### src/rtl/tartaruga_pkg.sv
// Shared types for the tartaruga pipeline: bus/register types, instruction
// field layouts, opcode constants and the fetch->decode->execute records.
package tartaruga_pkg;

    localparam int XLEN       = 32;
    localparam int REG_COUNT  = 32;
    localparam int REG_ADDR_W = $clog2(REG_COUNT);

    typedef logic [XLEN-1:0]       bus32_t;
    typedef logic [REG_ADDR_W-1:0] reg_addr_t;
    typedef logic [31:0]           instruction_t;

    localparam logic [6:0] OPC_OP     = 7'b0110011;
    localparam logic [6:0] OPC_OP_IMM = 7'b0010011;
    localparam logic [6:0] OPC_LUI    = 7'b0110111;
    localparam logic [6:0] OPC_AUIPC  = 7'b0010111;
    localparam logic [6:0] OPC_LOAD   = 7'b0000011;
    localparam logic [6:0] OPC_STORE  = 7'b0100011;

    localparam logic [2:0] F3_ADD_SUB = 3'b000;
    localparam logic [6:0] F7_ADD     = 7'b0000000;
    localparam logic [6:0] F7_SUB     = 7'b0100000;

    // Zero encodings are chosen so a cleared control word is a harmless ADD.
    typedef enum logic { OP_RS1  = 1'b0, OP_PC   = 1'b1 } rs1_or_pc_t;
    typedef enum logic { OP_RS2  = 1'b0, OP_IMM  = 1'b1 } rs2_or_imm_t;
    typedef enum logic { ALU_ADD = 1'b0, ALU_SUB = 1'b1 } alu_op_t;
    typedef enum logic { RES_ALU = 1'b0, RES_MEM = 1'b1 } alu_or_mem_t;

    typedef struct packed {
        logic [6:0] func7;
        reg_addr_t  rs2;
        reg_addr_t  rs1;
        logic [2:0] func3;
        reg_addr_t  rd;
        logic [6:0] opcode;
    } rtype_t;

    typedef struct packed {
        logic [11:0] imm;
        reg_addr_t   rs1;
        logic [2:0]  func3;
        reg_addr_t   rd;
        logic [6:0]  opcode;
    } itype_t;

    typedef struct packed {
        logic [6:0] imm_hi;
        reg_addr_t  rs2;
        reg_addr_t  rs1;
        logic [2:0] func3;
        logic [4:0] imm_lo;
        logic [6:0] opcode;
    } stype_t;

    typedef struct packed {
        logic [19:0] imm;
        reg_addr_t   rd;
        logic [6:0]  opcode;
    } utype_t;

    typedef struct packed {
        bus32_t       pc;
        instruction_t instr;
    } fetch_to_decode_t;

    typedef struct packed {
        logic        write_enable;
        rs1_or_pc_t  rs1_or_pc;
        rs2_or_imm_t rs2_or_imm;
        alu_op_t     alu_op;
        alu_or_mem_t alu_or_mem;
        logic        store_to_mem;
    } control_t;

    typedef struct packed {
        bus32_t    pc;
        control_t  instr;
        reg_addr_t addr_rd;
        reg_addr_t addr_rs1;
        reg_addr_t addr_rs2;
        bus32_t    data_rs1;
        bus32_t    data_rs2;
        bus32_t    immediate;
    } decode_to_exe_t;

    function automatic bus32_t sext12(input logic [11:0] v);
        return {{(XLEN-12){v[11]}}, v};
    endfunction

endpackage

### src/rtl/decode_stage_register_file.sv
// Register file: REG_COUNT x 32, two async read ports, one write port, x0 hardwired
// to zero. Define WB_BYPASS_EN to forward the same-cycle write onto the read ports.
module register_file
    import tartaruga_pkg::*;
(
    input  logic      clk_i,
    input  logic      rst_i,
    input  reg_addr_t raddr1_i,
    input  reg_addr_t raddr2_i,
    output bus32_t    rdata1_o,
    output bus32_t    rdata2_o,
    input  logic      we_i,
    input  reg_addr_t waddr_i,
    input  bus32_t    wdata_i
);

    // Flops rather than block RAM: the whole file must clear on reset.
    bus32_t    regs_q [REG_COUNT];
    reg_addr_t raddr  [2];
    bus32_t    rdata  [2];

    always_ff @(posedge clk_i or posedge rst_i) begin
        if (rst_i) begin
            for (int i = 0; i < REG_COUNT; i++) begin
                regs_q[i] <= '0;
            end
        end else if (we_i && (waddr_i != '0)) begin
            regs_q[waddr_i] <= wdata_i;
        end
    end

    assign raddr[0] = raddr1_i;
    assign raddr[1] = raddr2_i;

    generate
        for (genvar gi = 0; gi < 2; gi++) begin : g_rd
`ifdef WB_BYPASS_EN
            assign rdata[gi] = (raddr[gi] == '0) ? '0 :
                               (we_i && (waddr_i == raddr[gi])) ? wdata_i :
                               regs_q[raddr[gi]];
`else
            assign rdata[gi] = (raddr[gi] == '0) ? '0 : regs_q[raddr[gi]];
`endif
        end
    endgenerate

    assign rdata1_o = rdata[0];
    assign rdata2_o = rdata[1];

endmodule

### src/rtl/decode_stage.sv
// Decode stage: decodes the fetched instruction, reads operands and registers the
// result for execute. WB_BYPASS_EN enables write-through forwarding in register_file.
module decode_stage
    import tartaruga_pkg::*;
(
    input  logic             clk_i,
    input  logic             rst_i,
    input  logic             valid_i,
    input  fetch_to_decode_t fetch_i,
    output logic             ready_o,
    input  logic             stall_i,
    input  logic             flush_i,
    input  logic             wb_we_i,
    input  reg_addr_t        wb_addr_i,
    input  bus32_t           wb_data_i,
    output logic             valid_o,
    output decode_to_exe_t   decode_o,
    output logic             illegal_o
);

    rtype_t r_w;
    itype_t i_w;
    stype_t s_w;
    utype_t u_w;

    control_t       ctrl_d;
    bus32_t         imm_d;
    logic           illegal_d;
    reg_addr_t      raddr1_d;
    decode_to_exe_t decode_d;
    bus32_t         rdata1_w;
    bus32_t         rdata2_w;
    logic           accept_w;

    logic           valid_q;
    logic           illegal_q;
    decode_to_exe_t decode_q;

    assign r_w = rtype_t'(fetch_i.instr);
    assign i_w = itype_t'(fetch_i.instr);
    assign s_w = stype_t'(fetch_i.instr);
    assign u_w = utype_t'(fetch_i.instr);

    assign ready_o  = !stall_i;
    assign accept_w = valid_i && ready_o;

    always_comb begin
        ctrl_d    = '0;
        imm_d     = '0;
        illegal_d = 1'b0;
        raddr1_d  = r_w.rs1;
        case (r_w.opcode)
            OPC_OP: begin
                if ((r_w.func3 == F3_ADD_SUB) &&
                    ((r_w.func7 == F7_ADD) || (r_w.func7 == F7_SUB))) begin
                    ctrl_d.write_enable = 1'b1;
                    ctrl_d.rs2_or_imm   = OP_RS2;
                    ctrl_d.alu_op       = (r_w.func7 == F7_SUB) ? ALU_SUB : ALU_ADD;
                end else begin
                    illegal_d = 1'b1;
                end
            end
            OPC_OP_IMM: begin
                ctrl_d.write_enable = 1'b1;
                ctrl_d.rs2_or_imm   = OP_IMM;
                imm_d               = sext12(i_w.imm);
            end
            OPC_LUI: begin
                // rs1 forced to x0 so the ALU's ADD passes the U-immediate through.
                ctrl_d.write_enable = 1'b1;
                ctrl_d.rs2_or_imm   = OP_IMM;
                imm_d               = {u_w.imm, 12'b0};
                raddr1_d            = '0;
            end
            OPC_AUIPC: begin
                ctrl_d.write_enable = 1'b1;
                ctrl_d.rs1_or_pc    = OP_PC;
                ctrl_d.rs2_or_imm   = OP_IMM;
                imm_d               = {u_w.imm, 12'b0};
            end
            OPC_LOAD: begin
                ctrl_d.write_enable = 1'b1;
                ctrl_d.rs2_or_imm   = OP_IMM;
                ctrl_d.alu_or_mem   = RES_MEM;
                imm_d               = sext12(i_w.imm);
            end
            OPC_STORE: begin
                ctrl_d.store_to_mem = 1'b1;
                ctrl_d.rs2_or_imm   = OP_IMM;
                imm_d               = sext12({s_w.imm_hi, s_w.imm_lo});
            end
            default: begin
                illegal_d = 1'b1;
            end
        endcase
    end

    register_file u_register_file (
        .clk_i    (clk_i),
        .rst_i    (rst_i),
        .raddr1_i (raddr1_d),
        .raddr2_i (r_w.rs2),
        .rdata1_o (rdata1_w),
        .rdata2_o (rdata2_w),
        .we_i     (wb_we_i),
        .waddr_i  (wb_addr_i),
        .wdata_i  (wb_data_i)
    );

    always_comb begin
        decode_d           = '0;
        decode_d.pc        = fetch_i.pc;
        decode_d.instr     = ctrl_d;
        decode_d.addr_rd   = r_w.rd;
        decode_d.addr_rs1  = raddr1_d;
        decode_d.addr_rs2  = r_w.rs2;
        decode_d.data_rs1  = rdata1_w;
        decode_d.data_rs2  = rdata2_w;
        decode_d.immediate = imm_d;
    end

    // Priority flush > stall > load; illegal_o is a pulse, so it never holds.
    always_ff @(posedge clk_i or posedge rst_i) begin
        if (rst_i) begin
            valid_q   <= 1'b0;
            illegal_q <= 1'b0;
            decode_q  <= '0;
        end else if (flush_i) begin
            valid_q        <= 1'b0;
            illegal_q      <= 1'b0;
            decode_q.instr <= '0;
        end else if (stall_i) begin
            illegal_q <= 1'b0;
        end else if (accept_w) begin
            valid_q   <= 1'b1;
            illegal_q <= illegal_d;
            decode_q  <= decode_d;
        end else begin
            valid_q   <= 1'b0;
            illegal_q <= 1'b0;
        end
    end

    assign valid_o   = valid_q;
    assign illegal_o = illegal_q;
    assign decode_o  = decode_q;

endmodule

### config.mk
export PLATFORM = sky130hd
export DESIGN_NAME = decode_stage
export DESIGN_NICKNAME = d
export VERILOG_FILES = /design/src/rtl/tartaruga_pkg.sv /design/src/rtl/decode_stage_register_file.sv /design/src/rtl/decode_stage.sv
export SDC_FILE = /design/constraint.sdc
export NUM_CORES = 2
export LEC_CHECK = 0
export BUFFER_PORTS_ARGS = -buffer_cell sky130_fd_sc_hd__buf_2
export CORE_ASPECT_RATIO = 0.6
export CORE_MARGIN = 1
export CORE_UTILIZATION = 47
export DETAILED_ROUTE_END_ITERATION = 8
export PLACE_DENSITY = 0.75
export SLEW_MARGIN = 20
export SYNTH_ARGS = -nofsm -noshare
export SYNTH_HDL_FRONTEND = slang
export SYNTH_SLANG_ARGS = --single-unit
### constraint.sdc
create_clock -name clk_i -period 116.8 [get_ports clk_i]
set_input_delay 23.36 -clock clk_i [delete_from_list [all_inputs] [get_ports clk_i]]
set_output_delay 23.36 -clock clk_i [all_outputs]
set_load 0.01 [all_outputs]
======== Word-level counts from Yosys, hierarchy flattened ========
Cells that the tools add are included.
storage, ports and cells
  bits in registers ....................... 1175
  input port bits ......................... 107
  output and inout port bits .............. 152
  word-level logic and storage cells ...... 115
cells by class
  multiplexer cells ....................... 33
  reduce and logical (&&, ||, !) cells .... 18
  equality and inequality tests ........... 8
  bitwise operators ....................... 5
  order comparisons ....................... 4
operators by type and width
  kind                count
  $bwmux 1024         1
  $bmux 32 s5         2
  $mux 117            2
  $mux 32             7
  $demux 32 s5        1
  $pmux 32 s3         1
  $eq 7x6->1 const B  4
  $ge 6x6->1 const B  3
  $not 5->6           3
  $eq 7x5->1 const B  2
  $mux 1              14
  $logic_not 5->1     2
  $eq 7x2->1 const B  1
  $logic_not 7->1     1
  $lt 6x1->1 const B  1
  $mux 6              1
  $pmux 1 s2          3
  $mux 5              1
  $reduce_bool 5->1   1
  $reduce_or 5->1     1
  $logic_and 1x1->1   4
  $reduce_or 2->1     2
  $reduce_or 4->1     1
  $logic_not 3->1     1
  7 further kinds     8

======== Depth between registers and ports, before layout ========
  depth after elaboration ................. 10
  mapped depth ............................ 10
  depth with buffers taken out ............ 6

======== Modules after synthesis ========
Synthesis repeated with hierarchy kept, for this count alone.
second synthesis, totals
  cells, all modules ...................... 4335
  area total of the unflattened synthesis .. 60643.2 sq um
modules (own cells, without submodules)
  module         cells an instance  sequential area each (sq um)  area an instance (sq um)  instances
  register_file  3692               25624.6                       54732.5                   1
  decode_stage   643                3778.6                        5910.7                    1

======== Worst setup path after synthesis ========
Ideal clock, no wire load.
  path kind ............................... input port to output port
  from .................................... input stall_i
  to ...................................... output ready_o
  setup slack ............................. 70.009 ns
  arrival time ............................ 23.431 ns
  buffers on the path ..................... 0
  stages .................................. 1
  data required time ...................... 93.440 ns
  path through ............................ inv_1
between the ends
  longest elaborated chain between the ends .. 1
ends and longest elaborated chain
  item             line                RTL
  start, declared  decode_stage.sv:11  input logic stall_i,
  $logic_not 1->1  decode_stage.sv:44  assign ready_o = !stall_i;
  end, declared    decode_stage.sv:10  output logic ready_o,
No other way between the ends.

======== Worst setup path in the final report ========
Ends and elaborated chain as after synthesis.

==> impl_metrics.toml <==
[clock_tree]
cts_hold_buffers = 0
htreeDepth = 3
clkTransAtPathRegs_ps = 60
cts_tree = "yes"
clk_path_buf_depth = 3
post_cts_resized = 0
cts_made_buffers = 106
clk_latency_ps = 750
cts-root-buf = "clkbuf_16"
post_cts_buffers = 0
cts_sinks = 1175

[run]
drv_cap = 0

[die]
start_util_pct = 47.42
die_area_sq_um = 129200
fp.coreArea_sq_um = 126600
die_w_microns = 463.4
die_y_microns = 278.9
fp-row-count = 101
ios = 259

[detailed_routing]
first_pass_iters = 6
wl_per_cell_microns = 31.68
drt_wl_total_mm = 201.4
route.vias.total = 43328
ant_nets = 0
drt_iter0_drc = 6559
via_per_inst = 6.815
drc = 0

[layout]
fin_nets = 4678
drive_above_1_share_pct = 40.72
n_fill_cell = 10538
area_growth_pct = 10.20

[critical_path]
crit_required_ps = 93440
worstSetupEndpointType = "output pin"
path_class = "input pin to output pin"
worstReg2RegStart = "u_register_file.regs_q[926]"
cp_data_arrival_time_ps = 23640
startpoint_type = "input pin"
r2r-end = "decode_o[62]"
worstPathMaxFanout = 4
ff2ff_path_depth = 3
r2r_slack_ps = 114880

[logic_synthesis]
seq_area_frac_synth_pct = 48.97
synthAdderAreaFrac_pct = 0
syn_nets = 4718
synth_xor_area_share_pct = 0
syn_inst = 4611
ys.flop_type = "dfrtp_1"
synth_top_cell_by_area = "dfrtp_1"
synth_cell_types = 62
syn_area_per_cell_sq_um = 13.02
netlist.area_leader.share_pct = 48.97
synth_compound_area_share_pct = 6.916
synth_edf_count = 0
synth_top_family_by_area = "multiplexers"
ys_warn_count = 0
syn_area_sq_um = 60050
yosys-mux-area-fraction_pct = 34.36
yosys_register_bits = 1175
synth_area_leaders = "dfrtp_1 49%, mux2_2 19%, mux4_2 11%"
synthSimpleGateAreaFrac_pct = 6.212
ys_async_sr_fraction_pct = 100.0

[sta]
fin_crit_sh_pct = 40.24
max-slew-margin-rel_pct = 15.79
finalSetupViolations = 0
min_period_ps = 47000
tns_ps = 0
drv_slew = 0
rsz0062_at_grt = "false"
finalHoldViolCount = 0
tightest_slew_ps = 1260
max_freq_ghz = 0.02128
skew_ps = 23.31

[global_route]
groute.usage.overall_pct = 30.92
grt_max_degree = 189
antenna_found_initial = 12
grt_first_pass_wirelength_mm = 294.8
grt_pass1_vias = 42883
grt_overflow = 0

[placement]
io_buffers = 258
hpwl_mm = 114.3
gp_congestion = 0.8706

[worst_hold_path]
holdPathStages = 0
hp-start = "u_register_file.regs_q[998]"
holdPathEnd = "u_register_file.regs_q[998]"
hold_class = "flip-flop to flip-flop"

[power_and_ir_drop]
ir_drop_v = 0.00001193
cellLeakagePower_nw = 29.36
power.total_mw = 1.126
powerDensity_nw_per_um2 = 17.02

[outcome]
status = "finished clean"
## sequential cells by signal, summed over array words and instances (netlist names)
signal	flops
illegal_o	1
decode_o	149
u_register_file.regs_q	1024
valid_o	1
## synth_stat cells (all sizes together) (6+ instances only)
library cell  count
dfrtp          1175
mux2           1081
nand2           334
mux4            293
clkbuf          290
buf             206
nor2            189
mux2i           186
a21oi            94
nand3            75
o22ai            74
o21ai            63
a211oi           45
nor3             40
a221oi           39
a221o            36
o221ai           36
nor3b            35
a22oi            34
nor4             34
and2             32
a2bb2oi          30
o2111ai          30
o311ai           30
nand4b           22
a22o             19
a32o             15
and3             12
nor2b            10
o22a              6
## metal layers
metal	part of all wire (%)	up-vias	GRT usage (%)
met2	42	2987	43.85
met4	4.6	4	11.93
met3	13	617	10.86
met5	0.025	-	0.2217
li1	-	17226	-
met1	39	22494	43.36
## final cells by class
cell class	instances	area (sq um)	area share, %
diodes	5	12.51	0.01891
clock inverters	40	529.3	0.7998
flip-flops and latches	1175	29400	44.43
well taps	1699	2126	3.213
clock buffers	151	3107	4.695
repair buffers	348	2128	3.216
multi-input cells	2935	28840	43.58
inverters	5	28.78	0.04349
## worst max-delay path by stage
stage                     cells past startpoint          end     from  slack (ps)
after floorplan                               1  decode_o[0]    rst_i       60340
after global placement                        3      ready_o  stall_i       69780
after detailed placement                      3      ready_o  stall_i       69800
after CTS                                     3      ready_o  stall_i       69800
after global routing                          3      ready_o  stall_i       69780
final                                         3      ready_o  stall_i       69800
## power by group
| group | internal [mW] | total (mW) | switching (mW) |
|---|---|---|---|
| clock | 0.211 | 0.374 | 0.163 |
| combinational | 0.117 | 0.212 | 0.0951 |
| sequential | 0.482 | 0.540 | 0.0581 |
## layout by cell type, fill, tap and decap left out, types with 28 or more instances in the layout
master,count
nor4_1,34
dfrtp_1,1175
a211oi_1,45
o21ai_0,41
clkbuf_16,110
mux2i_1,186
o22ai_1,74
mux4_2,293
a221oi_1,39
o2111ai_1,30
nand2_1,316
a21oi_1,92
a22oi_1,34
buf_2,253
nand3_1,72
mux2_2,1020
o311ai_1,28
o221ai_1,36
nor3b_1,35
and2_1,31
buf_4,82
nor2_1,170
mux2_1,61
a2bb2oi_1,30
nor3_1,39
a221o_1,36
## stage by stage
step           setup WS [ps]  std cells  cell area, sq um  hold WS, ps  util (%)
2_1_floorplan          60340       4611             60050        441.3         -
3_3_place_gp           69780       6160             62460        377.1     49.33
3_5_place_dp           69800       6160             62460        383.6     49.33
4_1_cts                69800       6351             66100        400.3     52.20
5_1_grt                69780       6355             66160        414.4     52.25
6_report               69800       6358             66170        399.0     52.26
## cells by family (layout without fill, tap and decap cells)
kind of cell | Yosys count | after routing
simple gates | 808 | 808
flops | 1175 | 1175
buf+inv | 501 | 544
other cells | 0 | 5
compound gates | 567 | 567
mux | 1560 | 1560
## critical path, cell delays in order
cell   delay, ps
buf_2        120
inv_1         50
buf_2        110
No activity file was read; power rests on OpenSTA's default activity.
